<file path="src/rtl/upd1771c_cmd_tx_if.sv">
`default_nettype none
// +--------------------------------------------------------------------------+
// | Module   : upd1771c_cmd_tx_if                                            |
// | Purpose  : Host write channel into the uPD1771C command transmitter.     |
// |            Valid/ready byte handshake from the CPU write decode.         |
// | Signals  : wr_valid  host offers wr_data                                 |
// |            wr_data   command byte (8 bits)                               |
// |            wr_ready  transmitter FIFO can accept a byte                  |
// | Modports : master (host side), slave (transmitter side)                  |
// | Revision : 1.0  initial release                                          |
// +--------------------------------------------------------------------------+
interface upd1771c_cmd_tx_if;
  logic       wr_valid;
  logic [7:0] wr_data;
  logic       wr_ready;

  modport master (
    output wr_valid,
    output wr_data,
    input  wr_ready
  );

  modport slave (
    input  wr_valid,
    input  wr_data,
    output wr_ready
  );
endinterface
`default_nettype wire

</file>
<file path="src/rtl/upd1771c_cmd_tx.sv">
`default_nettype none
// +--------------------------------------------------------------------------+
// | Module   : upd1771c_cmd_tx                                               |
// | Purpose  : Queues command bytes from the host and presents each one on   |
// |            the uPD1771C PA input, launched on a PHI2 phase pulse, held   |
// |            for HOLD_CLKS enabled clocks and followed by GAP_CLKS quiet.  |
// | Ports    : clk     system clock                                          |
// |            rst_n   asynchronous active-low reset                         |
// |            cken    clock enable shared with the sound MCU                |
// |            phi2p   PHI2 phase pulse (1 clk wide, cken-qualified)         |
// |            wr_bus  host write channel (valid/data/ready), slave side     |
// |            pa_o    byte driven to the MCU PA input                       |
// |            pa_wr   high while pa_o is in its hold window                 |
// |            busy    sequencer not idle                                    |
// |            level   bytes queued and not yet driven                       |
// | Revision : 1.0  initial release                                          |
// +--------------------------------------------------------------------------+
module upd1771c_cmd_tx #(
  parameter int DEPTH     = 4,   // power of 2, >= 2
  parameter int HOLD_CLKS = 8,   // >= 1
  parameter int GAP_CLKS  = 72   // >= 1
) (
  input  wire                         clk,
  input  wire                         rst_n,
  input  wire                         cken,
  input  wire                         phi2p,
  upd1771c_cmd_tx_if.slave            wr_bus,
  output logic [7:0]                  pa_o,
  output logic                        pa_wr,
  output logic                        busy,
  output logic [$clog2(DEPTH+1)-1:0]  level
);

  localparam int c_AW   = $clog2(DEPTH);
  localparam int c_LW   = $clog2(DEPTH + 1);
  localparam int c_CMAX = (HOLD_CLKS > GAP_CLKS) ? HOLD_CLKS : GAP_CLKS;
  localparam int c_CW   = $clog2(c_CMAX + 1);

  localparam logic [c_CW-1:0] c_HOLD_LOAD = c_CW'(HOLD_CLKS - 1);
  localparam logic [c_CW-1:0] c_GAP_LOAD  = c_CW'(GAP_CLKS - 1);
  localparam logic [c_LW-1:0] c_FULL      = c_LW'(DEPTH);

  typedef enum logic [1:0] {
    S_IDLE  = 2'd0,
    S_ALIGN = 2'd1,
    S_HOLD  = 2'd2,
    S_GAP   = 2'd3
  } state_t;

  // FIFO storage and bookkeeping
  logic [7:0]      r_mem [DEPTH];
  logic [c_AW-1:0] r_wptr;
  logic [c_AW-1:0] r_rptr;
  logic [c_LW-1:0] r_level;

  // Sequencer
  state_t          r_state;
  state_t          w_state_nxt;
  logic [c_CW-1:0] r_cnt;
  logic [c_CW-1:0] w_cnt_nxt;
  logic            r_pa_wr;
  logic            w_pa_wr_nxt;
  logic [7:0]      r_pa_o;

  logic w_ready;
  logic w_push;
  logic w_pop;
  logic w_has_data;

  assign w_ready    = (r_level != c_FULL);
  assign w_push     = wr_bus.wr_valid & w_ready;
  assign w_has_data = (r_level != '0);

  // Host side runs on every clk edge; cken only gates the sequencer.
  always_ff @(posedge clk) begin
    if (w_push) begin
      r_mem[r_wptr] <= wr_bus.wr_data;
    end
  end

  // Pointers wrap naturally because DEPTH is a power of 2.
  always_ff @(posedge clk or negedge rst_n) begin
    if (!rst_n) begin
      r_wptr  <= '0;
      r_rptr  <= '0;
      r_level <= '0;
    end else begin
      if (w_push) begin
        r_wptr <= r_wptr + c_AW'(1);
      end
      if (w_pop) begin
        r_rptr <= r_rptr + c_AW'(1);
      end
      case ({w_push, w_pop})
        2'b10:   r_level <= r_level + c_LW'(1);
        2'b01:   r_level <= r_level - c_LW'(1);
        default: r_level <= r_level;
      endcase
    end
  end

  always_ff @(posedge clk or negedge rst_n) begin
    if (!rst_n) begin
      r_state <= S_IDLE;
      r_cnt   <= '0;
      r_pa_wr <= 1'b0;
      r_pa_o  <= 8'h00;
    end else begin
      r_state <= w_state_nxt;
      r_cnt   <= w_cnt_nxt;
      r_pa_wr <= w_pa_wr_nxt;
      // pa_o only ever changes at a pop; it keeps the last byte afterwards.
      if (w_pop) begin
        r_pa_o <= r_mem[r_rptr];
      end
    end
  end

  always_comb begin
    w_state_nxt = r_state;
    w_cnt_nxt   = r_cnt;
    w_pa_wr_nxt = r_pa_wr;
    w_pop       = 1'b0;
    case (r_state)
      // Leaving idle does not wait for cken so the first byte can align
      // to the very next enabled phase pulse.
      S_IDLE: begin
        if (w_has_data) begin
          w_state_nxt = S_ALIGN;
        end
      end
      S_ALIGN: begin
        if (cken && phi2p && w_has_data) begin
          w_pop       = 1'b1;
          w_pa_wr_nxt = 1'b1;
          w_cnt_nxt   = c_HOLD_LOAD;
          w_state_nxt = S_HOLD;
        end
      end
      S_HOLD: begin
        if (cken) begin
          if (r_cnt == '0) begin
            w_pa_wr_nxt = 1'b0;
            w_cnt_nxt   = c_GAP_LOAD;
            w_state_nxt = S_GAP;
          end else begin
            w_cnt_nxt = r_cnt - c_CW'(1);
          end
        end
      end
      S_GAP: begin
        if (cken) begin
          if (r_cnt == '0) begin
            w_state_nxt = w_has_data ? S_ALIGN : S_IDLE;
          end else begin
            w_cnt_nxt = r_cnt - c_CW'(1);
          end
        end
      end
      default: begin
        w_state_nxt = S_IDLE;
      end
    endcase
  end

  assign wr_bus.wr_ready = w_ready;
  assign pa_o            = r_pa_o;
  assign pa_wr           = r_pa_wr;
  assign busy            = (r_state != S_IDLE);
  assign level           = r_level;

endmodule
`default_nettype wire

</file>
<file path="src/flat_wrapper.sv">
// flat-port wrapper written by rule: the top's interface ports become plain ports
module upd1771c_cmd_tx_flat 
#(
  parameter int DEPTH     = 4,                      
  parameter int HOLD_CLKS = 8,          
  parameter int GAP_CLKS  = 72          
)
  (clk, rst_n, cken, phi2p, pa_o, pa_wr, busy, level, wr_bus_wr_valid, wr_bus_wr_data, wr_bus_wr_ready);
  upd1771c_cmd_tx_if wr_bus_i ();
  input  wire clk;
  input  wire rst_n;
  input  wire cken;
  input  wire phi2p;
  output logic [7:0] pa_o;
  output logic pa_wr;
  output logic busy;
  output logic [$clog2(DEPTH+1)-1:0] level;
  input wire logic [$bits(wr_bus_i.wr_valid)-1:0] wr_bus_wr_valid;
  input wire logic [$bits(wr_bus_i.wr_data)-1:0] wr_bus_wr_data;
  output wire logic [$bits(wr_bus_i.wr_ready)-1:0] wr_bus_wr_ready;
  assign wr_bus_i.wr_valid = wr_bus_wr_valid;
  assign wr_bus_i.wr_data = wr_bus_wr_data;
  assign wr_bus_wr_ready = wr_bus_i.wr_ready;
  upd1771c_cmd_tx #(.DEPTH(DEPTH), .HOLD_CLKS(HOLD_CLKS), .GAP_CLKS(GAP_CLKS)) u_core (.clk(clk), .rst_n(rst_n), .cken(cken), .phi2p(phi2p), .wr_bus(wr_bus_i), .pa_o(pa_o), .pa_wr(pa_wr), .busy(busy), .level(level));
endmodule
</file>
<file path="config.mk">
export PLATFORM = sky130hd
export DESIGN_NAME = upd1771c_cmd_tx_flat
export DESIGN_NICKNAME = d
export VERILOG_FILES = /design/src/rtl/upd1771c_cmd_tx_if.sv /design/src/rtl/upd1771c_cmd_tx.sv /design/src/flat_wrapper.sv
export SDC_FILE = /design/constraint.sdc
export NUM_CORES = 1
export LEC_CHECK = 0
export ABC_CLOCK_PERIOD_IN_PS = 2500
export CORE_MARGIN = 2
export CORE_UTILIZATION = 25
export DETAILED_ROUTE_END_ITERATION = 12
export GPL_TIMING_DRIVEN = 0
export MAX_ROUTING_LAYER = met4
export SLEW_MARGIN = 20
export SYNTH_ARGS = -nofsm -noshare
export SYNTH_HDL_FRONTEND = slang
export SYNTH_SLANG_ARGS = --single-unit
</file>
<file path="constraint.sdc">
create_clock -name clk -period 2.5 [get_ports clk]
set_input_delay 0.5 -clock clk [delete_from_list [all_inputs] [get_ports clk]]
set_output_delay 0.5 -clock clk [all_outputs]
set_load 0.02 [all_outputs]
</file>
======== Word-level counts from Yosys, hierarchy flattened ========
Memory sizes are Yosys's and may differ from the RTL's. A register that Yosys moved wholly into a read port is not among the register bits.
Cells that the tools add are included.
word-level totals
  memory bits (read-only) ................. 0
  memories ................................ 1
  input port bits ......................... 13
  bits in registers ....................... 17
  RAM bits ................................ 32
  latch bits .............................. 0
operators by class
  multipliers ............................. 0
  eq/ne operators ......................... 13
  reduce and logical (&&, ||, !) cells .... 13
  div/mod/pow operators ................... 0
  multiplexer cells ....................... 23
  shifts and indexed selects .............. 0
  bitwise gates (word level) .............. 1
  magnitude comparators ................... 0
  add/subtract/negate cells ............... 5
memories
  memory        depth  bits a word  read ports  clocked after Yosys merged registers in  wr ports  RTL line               RTL
  u_core.r_mem  4      8            1           1                                        1         upd1771c_cmd_tx.sv:51  logic [7:0] r_mem [DEPTH];
operators by type and width
  operator                                               count
  2-to-1 mux 7 bit                                       5
  one-hot mux 7 bit (3 select lines)                     1
  2-to-1 mux 2 bit                                       6
  2-to-1 mux 1 bit                                       8
  inequality test 2 x 1 -> 1 bit, second input constant  4
  one-hot mux 2 bit (4 select lines)                     1
  zero test 7 bit                                        1
  subtractor 7 x 1 -> 7 bit, second input constant       1
  equality test 2 bit, second input constant             3
  inequality test 2 bit, second input constant           3
  one-hot mux 3 bit (2 select lines)                     1
  AND reduction 6 bit                                    1
  nonzero test 2 bit                                     3
  nonzero test 3 bit                                     2
  AND reduction 5 bit                                    1
  adder 2 x 1 -> 2 bit, second input constant            2
  equality test 2 x 1 -> 1 bit, second input constant    2
  AND reduction 4 bit                                    1
  adder 3 x 1 -> 3 bit, second input constant            1
  inequality test 3 bit, second input constant           1
  subtractor 3 x 1 -> 3 bit, second input constant       1
  logical AND 1 bit                                      2
  zero test 2 bit                                        1
  one-hot mux 1 bit (2 select lines)                     1
  other kinds (2)                                        2

======== Depth between registers and ports, before layout ========
  word-level depth ........................ 6
  gate-level depth with buffers ........... 13
  gate-level depth less buffers ........... 11

======== Least setup slack after synthesis ========
No wires, ideal clock.
  kind .................................... reg2reg
  from .................................... register u_core.r_level[0], in the netlist u_core.level[0]
  to ...................................... register u_core.r_level[2], in the netlist u_core.level[2]
  path slack .............................. -0.125 ns
  clock period less this slack ............ 2.625 ns
  data required time ...................... 2.420 ns
  stages on the path, launching flop included .. 12
  setup time .............................. 0.080 ns
  arrival ................................. 2.545 ns
  path buffers ............................ 2
  cells stage by stage .................... dfrtp_1 -> o311ai_0 -> or2_2 -> clkbuf_1 -> inv_1 -> clkbuf_1 -> ha_1 -> inv_1 -> fa_1 -> xor2_1 -> nor2_1 -> xor2_1
between the ends
  longest elaborated chain between the ends .. 6
RTL lines
  what                                                                             RTL line                RTL
  start: declaration                                                               upd1771c_cmd_tx.sv:54   logic [c_LW-1:0] r_level;
  start signal: assignment                                                         upd1771c_cmd_tx.sv:95   2'b10: r_level <= r_level + c_LW'(1);
  start signal: assignment                                                         upd1771c_cmd_tx.sv:96   2'b01: r_level <= r_level - c_LW'(1);
  start signal: assignment                                                         upd1771c_cmd_tx.sv:97   default: r_level <= r_level;
  nonzero test 3 bit *                                                             upd1771c_cmd_tx.sv:72   assign w_has_data = (r_level != '0);
  logical AND 1 bit *                                                              upd1771c_cmd_tx.sv:133  if (cken && phi2p && w_has_data) begin
  2-to-1 mux 1 bit *                                                               upd1771c_cmd_tx.sv:133
  2-to-1 mux 1 bit *                                                               upd1771c_cmd_tx.sv:124  case (r_state)
  net u_core.w_pop                                                                 upd1771c_cmd_tx.sv:67   logic w_pop;
  equality test 2 x 1 -> 1 bit / equality test 2 bit (equally long branches)       upd1771c_cmd_tx.sv:94   case ({w_push, w_pop})
  one-hot mux 3 bit (2 select lines) / nonzero test 2 bit (equally long branches)  -
Mark *: on every way through the listed nets, which the timed path passes. The rest lies on a longest branch.
A chain may end at the register's enable or synchronous reset.

======== Worst setup path in the final report ========
  from .................................... input phi2p
  to ...................................... register u_core.r_level[2], in the netlist u_core.level[2]
between the ends
  longest elaborated chain between the ends .. 6
RTL lines
  what                                                                             RTL line                RTL
  start: declaration                                                               flat_wrapper.sv:13      input wire phi2p;
  logical AND 1 bit * (2 in a row)                                                 upd1771c_cmd_tx.sv:133
  2-to-1 mux 1 bit *                                                               upd1771c_cmd_tx.sv:133
  2-to-1 mux 1 bit *                                                               upd1771c_cmd_tx.sv:124
  net u_core.w_pop                                                                 upd1771c_cmd_tx.sv:67
  equality test 2 x 1 -> 1 bit / equality test 2 bit (equally long branches)       upd1771c_cmd_tx.sv:94
  one-hot mux 3 bit (2 select lines) / nonzero test 2 bit (equally long branches)  -
Marked as above.

==> qor.csv <==
stage,metric,value,unit
clocking,max-clock-path-buffers,2,
die,die_x,105,µm
placed_design,dpl_worst_slack,-0.887,ns
routing,drt_iter0_markers,43,
setup_path,crit_path_start_kind,input port,
sta,hold_viol_final,0,
die,core_area,9770,µm²
sta,worst_pin_slew,0.774,ns
sta,maxSlewViolCount,0,
sta,whs,0.149,ns
yosys,synth_edf_count,32,
die,die_area,10900,µm²
min_path,hold_class,in2async,
setup_path,required,2.75,ns
global_route,grt-ovfl-total,0,
routing,viasPerCell,4.13,
yosys,yosysWarnings,0,
power,total_power,3.55,mW
cells_and_area,nNetsFinal,247,
clocking,cts_max_level,3,
routing,via_count,1487,
yosys,syn_nets,210,
sta,setup_violations,0,
global_route,antenna_found_initial,0,
yosys,synth_compound_area_frac,0.0757,
yosys,post_synth.cell_area_avg,13.7,µm²
global_route,grt_max_degree,26,
yosys,yosys.area_share.simple,0.107,
yosys,synth_top_family_by_area,simple AND/OR/NAND/NOR gates,
global_route,track_usage,0.0932,
yosys,post-synth-top-count-cell,edfxtp_1,
setup_path,critPathArrivalTime,2.66,ns
power,irDropWorstVdd,0.323,mV
power,leakage,1.23,nW
sta,rsz0062_at_grt,false,
routing,drt-wirelength-per-cell,12.4,µm
die,io_pins,27,
routing,first_pass_iters,4,
setup_path,reg2regPathDepth,12,
setup_path,end_kind,register,
yosys,synth.area.mux_share,0.0713,
sta,layout_setup_ws,0.0829,ns
placed_design,gp_congestion,0.784,
setup_path,worstSetupPathType,in2reg,
yosys,postSynth.asyncResetShare,0.439,
setup_path,r2r-end,u_core.level[2],
yosys,synth-xor-area-share,0.0277,
yosys,netlist_top_cells_area,"edfxtp_1, dfrtp_1, mux4_2, ha_1, nand2_1",
setup_path,reg2reg_from,u_core.r_state[1],
clocking,cts_sinks,57,
yosys,ys_top_cells_by_count,"edfxtp_1, nand2_1, dfrtp_1",
yosys,ys_ff_latch,57,
clocking,cts_hold_buf,0,
die,std_cell_rows,36,
yosys,synth_top_area_share,0.380,
cells_and_area,utilization,0.323,
routing,wl,4.48,mm
yosys,synth_flop_cell,edfxtp_1,
setup_path,r2r_slack,0.14,ns
yosys,yosysSeqAreaShare,0.628,
cells_and_area,area_growth,24.8,%
setup_path,crit_end,u_core.level[2],
sta,period_needed,2.42,ns
routing,ant_nets,0,
clocking,numCtsBuffers,9,
clocking,insertion_delay,0.33,ns
flow_run,cap_violations,0,
setup_path,crit_fanout,10,
clocking,cts_tree,built,
clocking,cts.clk_slew.worst_paths,0.07,ns
run_status,status,completed,
yosys,synthAdderAreaFrac,0.0624,
die,die_h,105,µm
sta,fmax,414,MHz
cells_and_area,antenna_cells,0,
setup_path,worstSetupStartpoint,phi2p,
placed_design,hpwl,3.19,mm
power,powerDensity,1130,nW/µm²
sta,period_share,0.967,
yosys,netlist_area,2530,µm²
global_route,grt_pass1_wl,7.60,mm
placed_design,portBuffers,26,
cells_and_area,drive_gt1_frac,0.181,
yosys,yosysUniqueCellTypes,39,
die,start_util,0.259,
yosys,synthCells,185,
sta,skew,0.00711,ns
sta,maxSlewHeadroom,0.484,
global_route,grt_pass1_vias,1523,
routing,drc,0,
yosys,synth.largest_area_cell,edfxtp_1,
clocking,ctsRootBufferMaster,clkbuf_8,
flip-flops by register name, indices dropped and copies added (netlist names):
| name | count |
|---|---|
| u_core.r_mem | 32 |
| u_core.level | 3 |
| u_core.r_wptr | 2 |
| u_core.pa_o | 8 |
| u_core.r_rptr | 2 |
| u_core.r_state | 2 |
| u_core.pa_wr | 1 |
| u_core.r_cnt | 7 |
how the worst min path moves through the flow:
stage / start / end / slack (ns) / cells after the start
floorplan: rst_n / u_core.level[0] / 0.20 / 0
global placement: u_core.pa_o[6] / u_core.pa_o[6] / 0.47 / 2
detailed placement: u_core.pa_o[0] / u_core.pa_o[0] / 0.47 / 2
CTS: rst_n / u_core.pa_o[2] / 0.16 / 1
global route: rst_n / u_core.r_cnt[5] / 0.18 / 1
finish: rst_n / u_core.r_cnt[5] / 0.15 / 1
per-layer routing:
| layer | GRT usage | vias up | routed length [µm] |
|---|---|---|---|
| met5 | - | - | 0 |
| met4 | 0.0405 | 0 | 80 |
| met3 | 0.0324 | 8 | 156 |
| met2 | 0.139 | 22 | 2120 |
| met1 | 0.115 | 720 | 2120 |
| li1 | - | 737 | - |
final cells by class:
cell class	count	area, µm²
Inverter	15	56.3
Sequential cell	57	1590
Clock inverter	7	47.5
Fill cell	1002	6620
Buffer	3	21.3
Timing Repair Buffer	27	265
Tap cell	133	166
Multi-Input combinational cell	109	885
Clock buffer	9	124
cells in the final DEF (no fill, tap or decap), drive strengths merged, types with 2 or more instances in the layout:
cell type / instances
and2: 2
o311ai: 2
nand2: 30
xnor2: 5
buf: 3
nor2: 6
ha: 11
clkinvlp: 4
o21ai: 7
clkinv: 3
a2111oi: 2
edfxtp: 32
and3: 4
xor2: 3
clkdlybuf4s50: 24
or2: 3
dfrtp: 25
a21oi: 6
inv: 15
clkbuf: 11
nor3: 3
mux4: 8
cells by family after synthesis:
kind of cell / Yosys count
flip-flops: 57
AO/OA/AOI/OAI: 25
multiplexers: 8
AND/OR/NAND/NOR: 56
adder cells (fa/ha/maj): 12
buffers and inverters: 19
XOR/XNOR: 8
repair_timing:
action                     4_1_cts  5_1_grt
buffers inserted                 1        0
pin swaps                        1        0
setup endpoints to repair        3        4
resized for setup                6        4
gates cloned                     0        0
where the power goes:
group | leakage, nW | switching (mW) | internal (mW)
Clock | 0.0749 | 0.382 | 0.354
Combinational | 0.558 | 0.768 | 0.635
Sequential | 0.596 | 0.144 | 1.27
Total | 1.23 | 1.29 | 2.26
through the flow:
stage,TNS [ns],instances,instance area (µm²)
after floorplan,0,185,2530
after global placement,-1.75,344,2960
after detailed placement,-1.91,344,2950
after CTS,0,360,3150
after global routing,0,360,3150
final,0,360,3150
critical path, cell delays in order:
cell and delay [ns]:
clkdlybuf4s50_1 0.47, o311ai_2 0.13, or2_4 0.28, inv_1 0.08, clkbuf_8 0.17, ha_2 0.19
inv_1 0.05, fa_1 0.36, xor2_1 0.15, nor2_1 0.11, xor2_1 0.16
(Power assumes the default switching activity.)
